`src/rtl/fifo_pkg.sv`:
```
// Shared Fifo definitions: level type and read timing used by the Fifo
// block, its wrappers and the stream reader.
package fifo_pkg;

  // Occupancy of a 2-entry buffer (0..2).
  typedef logic [1:0] level_t;

  // Cycles between an accepted read request and readData_o being valid.
  localparam int unsigned READ_LATENCY = 1;

  // Output buffer depth; one slot covers the in-flight read, one the stall.
  localparam int unsigned BUF_DEPTH = 2;

endpackage

```
`src/rtl/skid_buffer2.sv`:
```
// Two-entry shift buffer. buf0 is the head; a pop shifts buf1 into buf0
// and a push lands in the first slot left free after that pop.
module skid_buffer2
  import fifo_pkg::*;
#(
  parameter int unsigned WIDTH = 16
) (
  input  logic             clk_i,
  input  logic             rst_ni,
  input  logic             push_i,
  input  logic [WIDTH-1:0] push_data_i,
  input  logic             pop_i,
  output level_t           count_o,
  output logic [WIDTH-1:0] head_o
);

  logic [WIDTH-1:0] buf0_q, buf0_d;
  logic [WIDTH-1:0] buf1_q, buf1_d;
  level_t           count_q, count_d;
  level_t           after_pop;
  logic [2:0]       count_sum;

  // Next buffer contents: shift on pop, then place any incoming item.
  always_comb begin
    buf0_d    = buf0_q;
    buf1_d    = buf1_q;
    after_pop = count_q - level_t'(pop_i);
    count_sum = 3'(count_q) + 3'(push_i) - 3'(pop_i);
    count_d   = count_sum[1:0];
    if (pop_i) begin
      buf0_d = buf1_q;
    end
    if (push_i) begin
      if (after_pop == '0) begin
        buf0_d = push_data_i;
      end else begin
        buf1_d = push_data_i;
      end
    end
  end

  // Buffer and occupancy registers with synchronous active-low reset.
  always_ff @(posedge clk_i) begin
    if (!rst_ni) begin
      buf0_q  <= '0;
      buf1_q  <= '0;
      count_q <= '0;
    end else begin
      buf0_q  <= buf0_d;
      buf1_q  <= buf1_d;
      count_q <= count_d;
    end
  end

  // The request logic upstream must never let occupancy pass the depth.
  a_count_bound: assert property (@(posedge clk_i) disable iff (!rst_ni)
    count_sum <= 3'(BUF_DEPTH));

  assign count_o = count_q;
  assign head_o  = buf0_q;

endmodule

```
`src/rtl/fifo_stream_reader.sv`:
```
// Drains a Fifo read port into a valid/ready stream. Requests are issued
// only when the 2-entry buffer can absorb every item already promised,
// so the one-cycle read latency is hidden without over-fetching.
module fifo_stream_reader
  import fifo_pkg::*;
#(
  parameter int unsigned WIDTH = 16
) (
  input  logic             clk_i,
  input  logic             rst_ni,
  output logic             fifoReadEnable_o,
  input  logic [WIDTH-1:0] fifoReadData_i,
  input  logic             fifoReadBusy_i,
  output logic [WIDTH-1:0] data_o,
  output logic             valid_o,
  input  logic             ready_i,
  output logic [1:0]       level_o
);

  logic       inflight_q, inflight_d;
  logic       pop;
  level_t     count;
  logic [2:0] demand;
  logic       read_en;

  assign valid_o = (count != '0);
  assign pop     = valid_o && ready_i;

  // Request decision: buffered plus in-flight items after this pop must
  // leave a free slot. Reset gates the request combinationally.
  always_comb begin
    demand     = 3'(count) + 3'(inflight_q) - 3'(pop);
    read_en    = rst_ni && !fifoReadBusy_i && (demand < 3'(BUF_DEPTH));
    inflight_d = read_en;
  end

  // In-flight flag: data from last cycle's request arrives this cycle.
  always_ff @(posedge clk_i) begin
    if (!rst_ni) begin
      inflight_q <= 1'b0;
    end else begin
      inflight_q <= inflight_d;
    end
  end

  skid_buffer2 #(
    .WIDTH (WIDTH)
  ) u_buf (
    .clk_i       (clk_i),
    .rst_ni      (rst_ni),
    .push_i      (inflight_q),
    .push_data_i (fifoReadData_i),
    .pop_i       (pop),
    .count_o     (count),
    .head_o      (data_o)
  );

  assign fifoReadEnable_o = read_en;
  assign level_o          = count;

endmodule
```
`config.mk`:
```
export PLATFORM = sky130hd
export DESIGN_NAME = fifo_stream_reader
export DESIGN_NICKNAME = d
export VERILOG_FILES = /design/src/rtl/fifo_pkg.sv /design/src/rtl/skid_buffer2.sv /design/src/rtl/fifo_stream_reader.sv
export SDC_FILE = /design/constraint.sdc
export NUM_CORES = 1
export LEC_CHECK = 0
export ABC_AREA = 1
export BUFFER_PORTS_ARGS = -buffer_cell sky130_fd_sc_hd__buf_2
export CAP_MARGIN = 5
export CORE_MARGIN = 1
export CORE_UTILIZATION = 50
export CTS_BUF_LIST = sky130_fd_sc_hd__clkbuf_4
export CTS_CLUSTER_SIZE = 8
export DETAILED_ROUTE_END_ITERATION = 8
export PLACE_DENSITY = 0.78
export SETUP_SLACK_MARGIN = 0.5
export SYNTH_ARGS = -nofsm -noshare
export SYNTH_HDL_FRONTEND = slang
export SYNTH_HIERARCHICAL = 1
export SYNTH_SLANG_ARGS = --single-unit
```
`constraint.sdc`:
```
create_clock -name clk_i -period 2.3 [get_ports clk_i]
set_input_delay 0.46 -clock clk_i [delete_from_list [all_inputs] [get_ports clk_i]]
set_output_delay 0.46 -clock clk_i [all_outputs]
set_load 0.01 [all_outputs]
```
Yosys cells after proc, flatten, opt, wreduce, memory -nomap -nowiden
Index checks and enable logic that the tools add are counted.
- $add $sub $neg: 3
- $lt $le $gt $ge: 1
- mux-type cells: 3
- bitwise gates (word level): 1
- reduce and logical (&&, ||, !) cells: 7
- operator list (operator ; count):
    16-bit two-way mux ; 3
    2-bit by 1-bit adder with 3-bit output ; 1
    1-bit logical AND ; 3
    3-bit by 2-bit < comparator with 1-bit output, second input constant ; 1
    3-bit by 1-bit subtractor with 3-bit output ; 1
    2-bit logical NOT ; 1
    2-bit AND reduction ; 1
    2-bit nonzero test ; 1
    2-bit by 1-bit subtractor with 2-bit output ; 1
    1-bit logical NOT ; 1
    1-bit inverter ; 1
- flip-flop bits (word level): 35
- input port bits: 20

Logic depth before layout (Yosys ltp)
Gate-level depths: netlist (run 1).
- depth in word-level cells: 6
- gate-level depth with buffers: 10
- depth with buffers taken out: 9

Cells and area by module
The synthesis (run 1) kept the hierarchy.
- by module, submodules not included (module ; instances ; cells an instance ; area each (µm²) ; sequential area each (µm²)):
    skid_buffer2 ; 1 ; 244 ; 1701.6 ; 680.7
    fifo_stream_reader ; 1 ; 17 ; 117.6 ; 20.0

Worst setup path after synthesis (run 1)
OpenSTA, ideal clock, no wires.
- path type: reg2out
- start point: reg u_buf.count_q[1] (netlist: u_buf/count_o[1])
- end point: out fifoReadEnable_o
- data arrival time: 1.886 ns
- setup slack: -0.046 ns
- stages on the path, launching flop included: 7
- path buffers: 0
- cell sequence: dfxtp_1 o21a_1 ha_1 or2_1 fa_1 nand3_1 nor2_1
- cells in the longest elaborated chain, start to end: 5
- RTL lines (what ; line ; RTL):
    from (decl) ; skid_buffer2.sv:19 ; level_t count_q, count_d;
    from (signal assigned) ; skid_buffer2.sv:51 ; count_q <= count_d;
    2-bit nonzero test ; fifo_stream_reader.sv:26 ; assign valid_o = (count != '0);
    1-bit logical AND ; fifo_stream_reader.sv:27 ; assign pop = valid_o && ready_i;
    via pop ; fifo_stream_reader.sv:21 ; logic pop;
    3-bit by 1-bit subtractor with 3-bit output ; n/a ;
    3-bit by 2-bit < comparator with 1-bit output ; fifo_stream_reader.sv:33 ; read_en = rst_ni && !fifoReadBusy_i && (demand < 3'(BUF_DEPTH));
    1-bit logical AND ; fifo_stream_reader.sv:33 ;
    to (decl) ; fifo_stream_reader.sv:11 ; output logic fifoReadEnable_o,
The timed path passes the listed nets, and every way through them passes these cells.

Worst setup path in the final report (run 1)
- start point: reg u_buf.count_q[0] (netlist: u_buf/count_o[0])
- end point: out fifoReadEnable_o
The elaborated chain is that of the path after synthesis.

==> results.txt, run 1 <==
----------------------------------------------------
[Layout]
  Count of filler cells inserted in the layout ... between 300 and 400
  Share of final-layout standard cells stronger than drive strength 1 ... 23.7%
  Summed area of non-filler cells in the final layout ... 2130 sq um
  Layout Area Growth over Synthesis ... 17.1%
  Layout Nets ... ~320
  Diode count ... 0

[Synthesis]
  Number of synthesized register bits ... 35
  Share of flip-flops with an asynchronous set or reset ... 0%
  Most frequent cells after synthesis ... sky130_fd_sc_hd__nand2_1, sky130_fd_sc_hd__nor2_1, sky130_fd_sc_hd__dfxtp_1, sky130_fd_sc_hd__inv_1
  Top cell type by total area after synthesis ... sky130_fd_sc_hd__dfxtp_1
  Post-synth top area share ... between 30% and 40%
  Sequential fraction of the synthesis area ... 38.5%
  Post-Syn Area ... 1820 sq um
  Syn nets ... roughly 290
  Post-synthesis adder-cell area fraction ... 3.16%
  Number of warnings reported in the yosys synthesis log ... 6
  Number of distinct standard cells referenced by the synthesized netlist ... 22
  Flip-flop cell with the highest count after synthesis ... sky130_fd_sc_hd__dfxtp_1
  Synthesized-area fraction occupied by ao, oa, aoi and oai cells ... about an eighth
  Share of synthesized cell area in and, or, nand and nor gates ... 33.0%
  Proportion of synthesized area in mux cells ... 0%
  Xor and xnor area share after synthesis ... 0%
  Syn Inst Count ... between 200 and 300
  Syn Area/Cell ... 6.97 sq um
  Count leader, synth ... sky130_fd_sc_hd__nand2_1
  Top post-synthesis cells by area ... sky130_fd_sc_hd__dfxtp_1, sky130_fd_sc_hd__nand2_1, sky130_fd_sc_hd__nor2_1, sky130_fd_sc_hd__inv_1, sky130_fd_sc_hd__a21oi_1
  EDFF count, synth ... 0
  Largest family of logic cells by synthesized area ... simple AND/OR/NAND/NOR gates

[Clocking]
  Number of H-tree levels ... 2
  Maximum clock insertion buffer count ... 2
  Clock tree root driver cell ... sky130_fd_sc_hd__clkbuf_4
  CTS tree ... built
  Number of clock buffers inserted by TritonCTS ... 5
  Clock sink total ... 35
  Clock transition at the registers of the reported paths ... 0.10 ns
  Worst skew pair latency ... 0.32 ns

[STA]
  Total Neg Setup Slack ... -0.293 ns
  Final critical path time including I/O delays and setup ... 2.59 ns
  RSZ-0062 raised after global routing ... yes
  Achievable clock frequency ... roughly 390 MHz
  Worst Tran Pin Value ... approximately 0.42 ns
  Setup WS post-layout ... -0.293 ns
  Worst setup skew after layout ... roughly 0.0016 ns
  Max-slew headroom ... between 70% and 80%
  Hold Violations, Final ... 0
  Number of setup violations in the final report ... 1
  Final critical-path share of the clock period ... 113%
  Final number of max-transition violations ... 0

[Setup path]
  Worst reg2reg startpoint ... u_buf/count_o[0]
  Critical-path cell list ... o21a_1 > ha_1 > or2_1 > fa_1 > nand3_2 > nor2_4 > buf_2
  Cell family with most CP delay ... adder cells
  Critical Path Stages ... 7
  Required time of the critical path ... between 1.5 and 2 ns
  Kind of launch point of the worst setup path ... register
  Count of cells along the worst register-to-register path ... 8
  CP max stage delay ... 0.50 ns
  CP Capture Type ... primary output
  Worst R2R End ... inflight_q
  Highest net fanout along the worst path ... 2
  CP max stage cell ... sky130_fd_sc_hd__fa_1
  Critical Setup Path Class ... register to primary output
  Worst path arrival time ... roughly 2.1 ns
  Worst reg-to-reg setup slack ... 0.31 ns
  Count of buffering cells on the critical path with inverters included ... 1

[Drt]
  Initial DRC count ... 79
  Uppermost layer routed ... met4
  Sum of routed wire segments on met1 ... between 1500 and 2000 um
  Vias ... roughly 1700
  WL per Instance ... roughly 11 um
  Routed length on met3 ... between 200 and 250 um
  Detail Route Antenna Nets ... 0
  Router iterations before antenna repair ... 4
  Overall routed net length ... approximately 3700 um
  DRC Markers ... 0
  Metal2 WL ... roughly 1800 um
  DR vias/cell ... roughly 4.8

[Die]
  Starting density of the core ... between 50% and 60%
  Total die area ... 3880 sq um
  Count of pins on the block boundary ... 40
  Floorplan die height ... a little over 60 um
  Standard-cell rows ... 21
  Die extent in x ... around 62 um
  Floorplan core area ... between 3000 and 4000 sq um

[GRT]
  Total grt overflow ... 0
  Pin count of the biggest net entering global routing ... 36
  Global-route wire length before repair ... 5960 um
  Antenna violations before repair ... 0
  Overall fraction of global-route tracks in use ... approximately a fifth
  Via count of the first global-routing pass ... 1389

[Placement]
  Detailed placer's ending HPWL ... around 2200 um
  PortBufs ... 39
  Post-DP Area ... 1990 sq um
  Pre-CTS WS ... -0.145 ns
  Final estimated routing congestion in global placement ... around 0.70

[Power]
  Pwr per Cell Area ... 1290 nW/um^2
  Worst-case vdd ir drop ... 0.720 mV
  Leakage power of the design ... between 1 and 1.5 nW
  Power consumption ... between 2 and 3 mW

[Run]
  Max Cap Viol ... 0

[Min path]
  Startpoint of the worst hold path ... fifoReadData_i[6]
  Count of cells along the worst hold path ... 3
  Class of the tightest hold or removal check ... input pin to register
  Worst hold endpoint ... u_buf/head_o[6]

[Status]
  Failing checks ... setup timing
  Result of the run ... finished with violations

----------------------------------------------------
[worst min-delay path: cells and delay by family]
kind | cells | cell delay (ns)
buffers and inverters | 1 | 0.09
AND/OR/NAND/NOR | 2 | 0.12
[flip-flops by register name, indices dropped and copies added, names as in the netlist]
signal,cells
u_buf/head_o,16
u_buf/buf1_q,16
u_buf/count_o,2
inflight_q,1
[timing repair]
| action | in CTS | in global routing |
|---|---|---|
| hold buffers | 0 | 0 |
| endpoints found under the setup margin | 17 | 29 |
| gates resized for setup | 2 | 6 |
| pin swaps | 2 | 4 |
| setup buffers | 1 | 1 |
| gates cloned | 1 | 2 |
[kinds of logic after synthesis]
kind of cell / Yosys count
AOI/OAI and AO/OA: 35
adders and majority gates: 4
buffers and inverters: 45
DFF: 35
and+or+nand+nor: 142
[how the worst max path moves through the flow]
stage                           startpoint                to  slack (ns)
final                     u_buf/count_o[0]  fifoReadEnable_o       -0.29
after floorplan                    ready_i  fifoReadEnable_o        0.07
after detailed placement           ready_i  fifoReadEnable_o       -0.14
after global placement             ready_i  fifoReadEnable_o       -0.11
after CTS                 u_buf/count_o[0]  fifoReadEnable_o       -0.32
after global routing      u_buf/count_o[0]  fifoReadEnable_o       -0.37
[per-stage QoR]
| step | std cells | utilization (%) | hold WS [ns] |
|---|---|---|---|
| after floorplan | 261 | - | 0.451 |
| after global placement | 334 | 58.1 | 0.459 |
| after detailed placement | 334 | 58.1 | 0.468 |
| after CTS | 343 | 60.3 | 0.350 |
| after global routing | 346 | 62.4 | 0.363 |
| final | 346 | 62.4 | 0.363 |
[report_power, final]
part	internal, mW	switching (mW)
sequential	0.824	0.100
combinational	0.552	0.962
clock	0.108	0.194
total	1.48	1.26
[routing by layer]
metal | track usage [%] | up-vias
li1 | - | 886
met1 | 23.8 | 738
met2 | 31.9 | 44
met3 | 4.04 | 4
met4 | 8.72 | 0
met5 | 0 | -
[layout by cell type (no fill, tap or decap), drive strengths merged, types with 3 or more instances in the layout]
cell and n:
buf 46, inv 28, dfxtp 35, a21boi 16, ha 3, nand3 21
clkbuf 5, a21oi 17, nor2 50, nand2 73
[layout make-up]
class	instances	area [sq um]	area share, %
Clock buffer	5	37.5	1.76
Clock inverter	2	8.76	0.411
Inverter	28	105	4.93
Multi-Input combinational cell	184	971	45.6
Sequential cell	35	703	33.0
Tap cell	46	57.6	2.70
Timing Repair Buffer	46	248	11.6
Note: power is estimated with default switching activity, not from simulation.
==> inputs of run 2 (changes only) <==
ABC_AREA = default   (was 1)
CORE_MARGIN = default   (was 1)
CTS_CLUSTER_DIAMETER = 40   (was default)
==> run 2 against run 1 <==
Net effect:
- the run still ends with setup timing left
- register-to-register slack worse by 0.25 ns
- global-route usage rose by 9.1 points
- cell count decreased by 10%
- clock skew rose by 0.012 ns
- routed wire length rose by 67%
- hold slack worse by 0.027 ns
- clock-buffer cell count unchanged
- fmax decreased by 8.8%
- area after synthesis grew 7.4%
- largest cell class unchanged
- highest routed layer unchanged
==> results.txt, run 2 <==
----------------------------------------------------
[Synthesis]
  Top cell type by total area after synthesis ... sky130_fd_sc_hd__dfxtp_1
  Flip-flop cell with the highest count after synthesis ... sky130_fd_sc_hd__dfxtp_1
  Count leader, synth ... sky130_fd_sc_hd__dfxtp_1
  Syn Area/Cell ... between 9 and 10 sq um
  Post-Syn Area ... ~2000 sq um
  Most frequent cells after synthesis ... sky130_fd_sc_hd__dfxtp_1, sky130_fd_sc_hd__nand4_1
  Syn nets ... between 200 and 250
  Share of flip-flops with an asynchronous set or reset ... 0%
  Post-synth top area share ... a little over a third
  Syn Inst Count ... between 200 and 250
  EDFF count, synth ... 0
  Sequential fraction of the synthesis area ... a little over a third
  Number of warnings reported in the yosys synthesis log ... 6
  Number of distinct standard cells referenced by the synthesized netlist ... 30
  Number of synthesized register bits ... 35
  Top post-synthesis cells by area ... sky130_fd_sc_hd__dfxtp_1, sky130_fd_sc_hd__nand4_1, sky130_fd_sc_hd__mux2i_1, sky130_fd_sc_hd__o211a_1, sky130_fd_sc_hd__and3b_1

[Setup path]
  CP Capture Type ... primary output
  Count of cells along the worst register-to-register path ... 10
  CP max stage delay ... roughly 0.36 ns
  Required time of the critical path ... approximately 1.8 ns
  Critical-path cell list ... or2_4 > and2_4 > ha_4 > or2b_1 > fa_2 > xor2_2 > nor3_4 > buf_2
  Worst reg2reg startpoint ... u_buf/count_o[1]
  CP max stage cell ... sky130_fd_sc_hd__dfxtp_4
  Kind of launch point of the worst setup path ... register
  Launching element of the worst setup path ... u_buf/count_o[1]
  Worst path arrival time ... about 2.4 ns
  Critical Setup Path Class ... register to primary output
  Highest net fanout along the worst path ... 2

[STA]
  Worst setup skew after layout ... 0.0132 ns
  Worst Tran Pin Value ... just over 1 ns
  RSZ-0062 raised after global routing ... yes
  Final critical-path share of the clock period ... 124%
  Setup WS post-layout ... -0.543 ns
  Achievable clock frequency ... 352 MHz
  Final critical path time including I/O delays and setup ... roughly 2.8 ns
  Max-slew headroom ... between 30% and 40%
  Number of setup violations in the final report ... 1
  Hold Violations, Final ... 0
  Post-Route Hold Slack ... ~0.34 ns
  Total Neg Setup Slack ... -0.543 ns
  Final number of max-transition violations ... 0

[Clocking]
  Clock sink total ... 35
  Number of clock buffers inserted by TritonCTS ... 5
  Clock transition at the registers of the reported paths ... around 0.12 ns
  Number of H-tree levels ... 2
  Count of hold-fix buffers inserted at cts ... 0
  CTS tree ... built
  Clock tree root driver cell ... sky130_fd_sc_hd__clkbuf_4
  Maximum clock insertion buffer count ... 2
  Worst skew pair latency ... 0.34 ns

[Die]
  Total die area ... 4160 sq um
  Floorplan core area ... 3720 sq um
  Floorplan die height ... roughly 65 um
  Standard-cell rows ... 22
  Die extent in x ... 64.5 um
  Count of pins on the block boundary ... 40
  Starting density of the core ... a little over half

[Drt]
  DR vias/cell ... about 6.5
  Overall routed net length ... 6160 um
  WL per Instance ... between 15 and 20 um
  Initial DRC count ... 200
  Sum of routed wire segments on met1 ... approximately 2600 um
  DRC Markers ... 0
  Router iterations before antenna repair ... 5
  Vias ... between 2000 and 2500
  Routed length on met3 ... 412 um
  Metal2 WL ... 3010 um
  Uppermost layer routed ... met4
  Detail Route Antenna Nets ... 0

[Layout]
  Final standard cell count with taps included and fillers excluded ... 310
  Layout Nets ... between 200 and 300
  Layout Area Growth over Synthesis ... 40.0%
  Summed area of non-filler cells in the final layout ... around 2700 sq um
  Commonest cells after routing, fill and taps aside ... sky130_fd_sc_hd__buf_2, sky130_fd_sc_hd__dfxtp_1, sky130_fd_sc_hd__nand4_1
  Most common cell after layout, fill and taps aside ... sky130_fd_sc_hd__buf_2
  Diode count ... 0
  Final core area utilization ... 73.6%
  Share of final-layout standard cells stronger than drive strength 1 ... between 30% and 40%

[Placement]
  Final estimated routing congestion in global placement ... 0.729
  Pre-CTS WS ... -0.183 ns
  Post-DP Area ... 2260 sq um
  PortBufs ... 39
  Detailed placer's ending HPWL ... 2890 um
  Total instance count after detailed placement ... 286

[GRT]
  Overall fraction of global-route tracks in use ... 28.3%
  Antenna violations before repair ... 0
  Global-route wire length before repair ... ~9000 um
  Via count of the first global-routing pass ... roughly 1800
  Total grt overflow ... 0
  Pin count of the biggest net entering global routing ... 39

[Min path]
  Count of cells along the worst hold path ... 2
  Class of the tightest hold or removal check ... input pin to register
  Startpoint of the worst hold path ... fifoReadBusy_i

[Power]
  Pwr per Cell Area ... ~1600 nW/um^2
  Leakage power of the design ... roughly 1.3 nW
  Part of the power in the clock network ... around 10%
  Switching power ... ~1.9 mW
  Sequential Power Share ... 24.3%
  Fraction of power spent switching nets ... 42.5%
  Combinational power share ... about 66%
  Power consumption ... around 4.4 mW
  Cell-internal power ... ~2.5 mW
  Worst-case vdd ir drop ... 0.855 mV

[Run]
  Max Cap Viol ... 0

[Status]
  Failing checks ... setup timing
  Result of the run ... finished with violations

----------------------------------------------------
## run 2: changes by cell type after synthesis, sizes merged, moves of 4 or more
cell,change
clkbuf,+6
and2,+4
a31oi,+16
a21oi,-17
o21ai,+15
nor2,-50
nand2,-71
a21boi,-16
inv,-26
and3b,+16
nand4,+32
mux2i,+16
o211a,+16
## run 2: area by class of cell
cell class                      count  area [sq um]
Multi-Input combinational cell    148          1340
Fill cell                         246           981
Sequential cell                    35           704
Timing Repair Buffer               68           529
Tap cell                           48          60.1
Clock inverter                      3          38.8
Clock buffer                        5          37.5
Inverter                            3          23.8
## run 2: logic make-up (layout without fill, tap and decap cells)
group                      count (synthesis)  count (layout)  synth area share (%)
AOI/OAI and AO/OA                         48              48                  17.4
xor gates and xnor gates                   4               4                  3.14
adders and majority gates                  4               4                  2.95
buffers and inverters                     26              79                  6.73
DFF                                       35              35                  35.9
muxes                                     16              16                  8.20
and+or+nand+nor                           75              76                  25.7
## run 2: what timing repair did
action                                 CTS  global route
endpoints found under the hold margin    0             0
setup endpoints to repair               36            36
setup buffers                           11             3
resized for setup                       23            19
pin swaps                               32            28
cloned                                   2             0
## run 2: routing by layer
layer,up-vias,global-route usage [%]
li1,913,-
met1,973,35.5
met2,108,46.6
met3,12,6.16
met4,0,11.9
met5,-,0
## run 2: critical path, delay by kind of cell, from the launching register on
kind,cells,cell delay [ns]
adders and majority gates,2,0.56
DFF,1,0.36
and+or+nand+nor,4,0.79
buffers and inverters,1,0.15
xor gates and xnor gates,1,0.18
## run 2: path summary, 6_finish.rpt
| kind | endpoint | slack (ns) |
|---|---|---|
| setup / recovery | fifoReadEnable_o | -0.54 |
| hold / removal | inflight_q | 0.34 |
| setup reg to reg | u_buf/head_o[10] | 0.06 |
| hold reg to reg | u_buf/buf1_q[8] | 0.52 |
## run 2: power by group through the flow
stage / sequential (mW) / clock, mW / combinational, mW
2_1_floorplan: 1.12 / 0 / 1.28
3_3_place_gp: 1.05 / 0 / 1.87
3_5_place_dp: 1.06 / 0 / 1.90
4_1_cts: 1.05 / 0.444 / 2.52
5_1_grt: 1.10 / 0.484 / 3.04
6_report: 1.06 / 0.439 / 2.88
==> inputs of run 3 (changes only) <==
PLACE_DENSITY = 0.8   (was 0.78)
==> run 3 against run 2 <==
Net effect:
- the run still ends with setup timing left
- cell count fell by 1.6%
- register-to-register slack improved by 0.10 ns
- critical path type unchanged
- non-clock buffer count fell by 4
- sequential power barely moved
- utilization fell by 4.4 points
- largest power group unchanged
- sequential share of layout area rose by 1.7 points
- critical endpoint unchanged
- first-iteration DRC count rose by 3.0%
- setup slack got worse by 0.0069 ns
- die area did not move
==> results.txt, run 3 (same netlist as run 2, synthesis figures left out) <==
----------------------------------------------------
[Setup path]
  CP Capture Type ... primary output
  Worst reg2reg startpoint ... u_buf/count_o[1]
  Critical-path cell list ... or2_4 > and2_4 > ha_4 > or2b_1 > fa_2 > nand2_2 > nor3_4 > buf_2
  Required time of the critical path ... 1.84 ns
  Launching element of the worst setup path ... u_buf/count_o[1]
  Highest net fanout along the worst path ... 2
  Cell family with most CP delay ... simple AND/OR/NAND/NOR gates
  CP max stage cell ... sky130_fd_sc_hd__fa_2
  Worst R2R End ... u_buf/head_o[4]
  Kind of launch point of the worst setup path ... register
  Worst reg-to-reg setup slack ... 0.16 ns
  Count of buffering cells on the critical path with inverters included ... 1
  Worst path arrival time ... approximately 2.4 ns
  Critical Setup Path Class ... register to primary output
  Count of cells along the worst register-to-register path ... 10
  CP max stage delay ... around 0.53 ns

[Power]
  Switching power ... 1.69 mW
  Pwr per Cell Area ... between 1500 and 2000 nW/um^2
  Sequential Power Share ... about 26%
  Part of the power in the clock network ... between 10% and 20%
  Fraction of power spent switching nets ... around 42%
  Combinational power share ... 63.0%
  Worst-case vdd ir drop ... ~0.72 mV
  Power consumption ... 4.06 mW
  Leakage power of the design ... about 1.2 nW
  Cell-internal power ... 2.38 mW

[STA]
  Number of setup violations in the final report ... 1
  Hold Violations, Final ... 0
  Achievable clock frequency ... 351 MHz
  Worst setup skew after layout ... around 0.011 ns
  Setup WS post-layout ... -0.550 ns
  Final critical path time including I/O delays and setup ... around 2.9 ns
  Final critical-path share of the clock period ... 124%
  RSZ-0062 raised after global routing ... yes
  Final number of max-transition violations ... 0
  Max-slew headroom ... roughly half
  Worst Tran Pin Value ... just over 0.7 ns
  Total Neg Setup Slack ... -0.550 ns

[Run]
  Max Cap Viol ... 0

[Placement]
  PortBufs ... 39
  Final estimated routing congestion in global placement ... between 0.7 and 0.8
  Pre-CTS WS ... -0.182 ns
  Total instance count after detailed placement ... about 290
  Detailed placer's ending HPWL ... 2850 um

[GRT]
  Overall fraction of global-route tracks in use ... 28.4%
  Antenna violations before repair ... 0
  Total grt overflow ... 0
  Global-route wire length before repair ... slightly below 9000 um
  Via count of the first global-routing pass ... 1810
  Pin count of the biggest net entering global routing ... 38

[Layout]
  Layout Nets ... around 280
  Final standard cell count with taps included and fillers excluded ... just over 300
  Diode count ... 0
  Layout Area Growth over Synthesis ... 31.6%
  Commonest cells after routing, fill and taps aside ... sky130_fd_sc_hd__buf_2, sky130_fd_sc_hd__dfxtp_1, sky130_fd_sc_hd__nand4_1
  Share of final-layout standard cells stronger than drive strength 1 ... 35.0%
  Most common cell after layout, fill and taps aside ... sky130_fd_sc_hd__buf_2
  Final core area utilization ... between 60% and 70%
  Count of filler cells inserted in the layout ... around 270

[Drt]
  WL per Instance ... between 15 and 20 um
  DRC Markers ... 0
  Overall routed net length ... ~5400 um
  Initial DRC count ... 206
  DR vias/cell ... ~6.3
  Vias ... 1923
  Detail Route Antenna Nets ... 0
  Router iterations before antenna repair ... 4

[Clocking]
  Clock transition at the registers of the reported paths ... 0.11 ns
  Clock tree root driver cell ... sky130_fd_sc_hd__clkbuf_4
  Number of H-tree levels ... 2
  Clock sink total ... 35
  Worst skew pair latency ... ~0.36 ns
  Number of clock buffers inserted by TritonCTS ... 5
  CTS tree ... built
  Maximum clock insertion buffer count ... 2

[Die]
  Count of pins on the block boundary ... 40
  Die extent in x ... between 60 and 70 um
  Total die area ... 4160 sq um
  Starting density of the core ... a little over half
  Floorplan core area ... ~3700 sq um
  Floorplan die height ... 64.5 um
  Standard-cell rows ... 22

[Min path]
  Count of cells along the worst hold path ... 2
  Startpoint of the worst hold path ... fifoReadBusy_i
  Worst hold endpoint ... inflight_q
  Class of the tightest hold or removal check ... input pin to register

[Status]
  Failing checks ... setup timing
  Result of the run ... finished with violations

----------------------------------------------------
## run 3: power groups by stage
| stage | combinational [mW] | clock [mW] | sequential (mW) |
|---|---|---|---|
| after floorplan | 1.28 | 0 | 1.12 |
| final | 2.56 | 0.451 | 1.05 |
| after CTS | 2.37 | 0.457 | 1.05 |
| after global placement | 1.76 | 0 | 1.05 |
| after detailed placement | 1.81 | 0 | 1.06 |
| after global routing | 2.75 | 0.483 | 1.08 |
## run 3: area by class of cell
class | count | area (sq um) | share of cell area [%]
clock inverters | 1 | 30.0 | 1.17
well taps | 48 | 60.1 | 2.34
inverters | 3 | 18.8 | 0.730
flip-flops and latches | 35 | 704 | 27.4
multi-input cells | 148 | 1230 | 48.0
clock buffers | 6 | 45.0 | 1.75
repair buffers | 64 | 478 | 18.6
## run 3: repair_timing
item                                    4_1_cts  5_1_grt
endpoints found under the setup margin       36       36
pin swaps                                    45        5
gates cloned                                  3        0
resized for setup                            25        6
setup buffers                                 8        2
hold buffers                                  0        0
## run 3: routing by layer
metal	global-route usage, %	part of all wire, %	vias to the layer above
met5	0	0	-
met4	14.4	3.1	0
met3	5.28	7.6	14
met2	47.0	48	79
met1	34.9	41	924
li1	-	-	906
## run 3: stage by stage
step / hold slack, ns / area, sq um
2_1_floorplan: 0.470 / 2020
3_3_place_gp: 0.487 / 2230
3_5_place_dp: 0.491 / 2230
4_1_cts: 0.295 / 2530
5_1_grt: 0.314 / 2570
6_report: 0.309 / 2570
## run 3: worst max-delay path by stage
stage	endpoint	depth (start not counted)
final	fifoReadEnable_o	8
after global routing	fifoReadEnable_o	8
after CTS	fifoReadEnable_o	8
after detailed placement	fifoReadEnable_o	8
after global placement	fifoReadEnable_o	8
after floorplan	fifoReadEnable_o	7
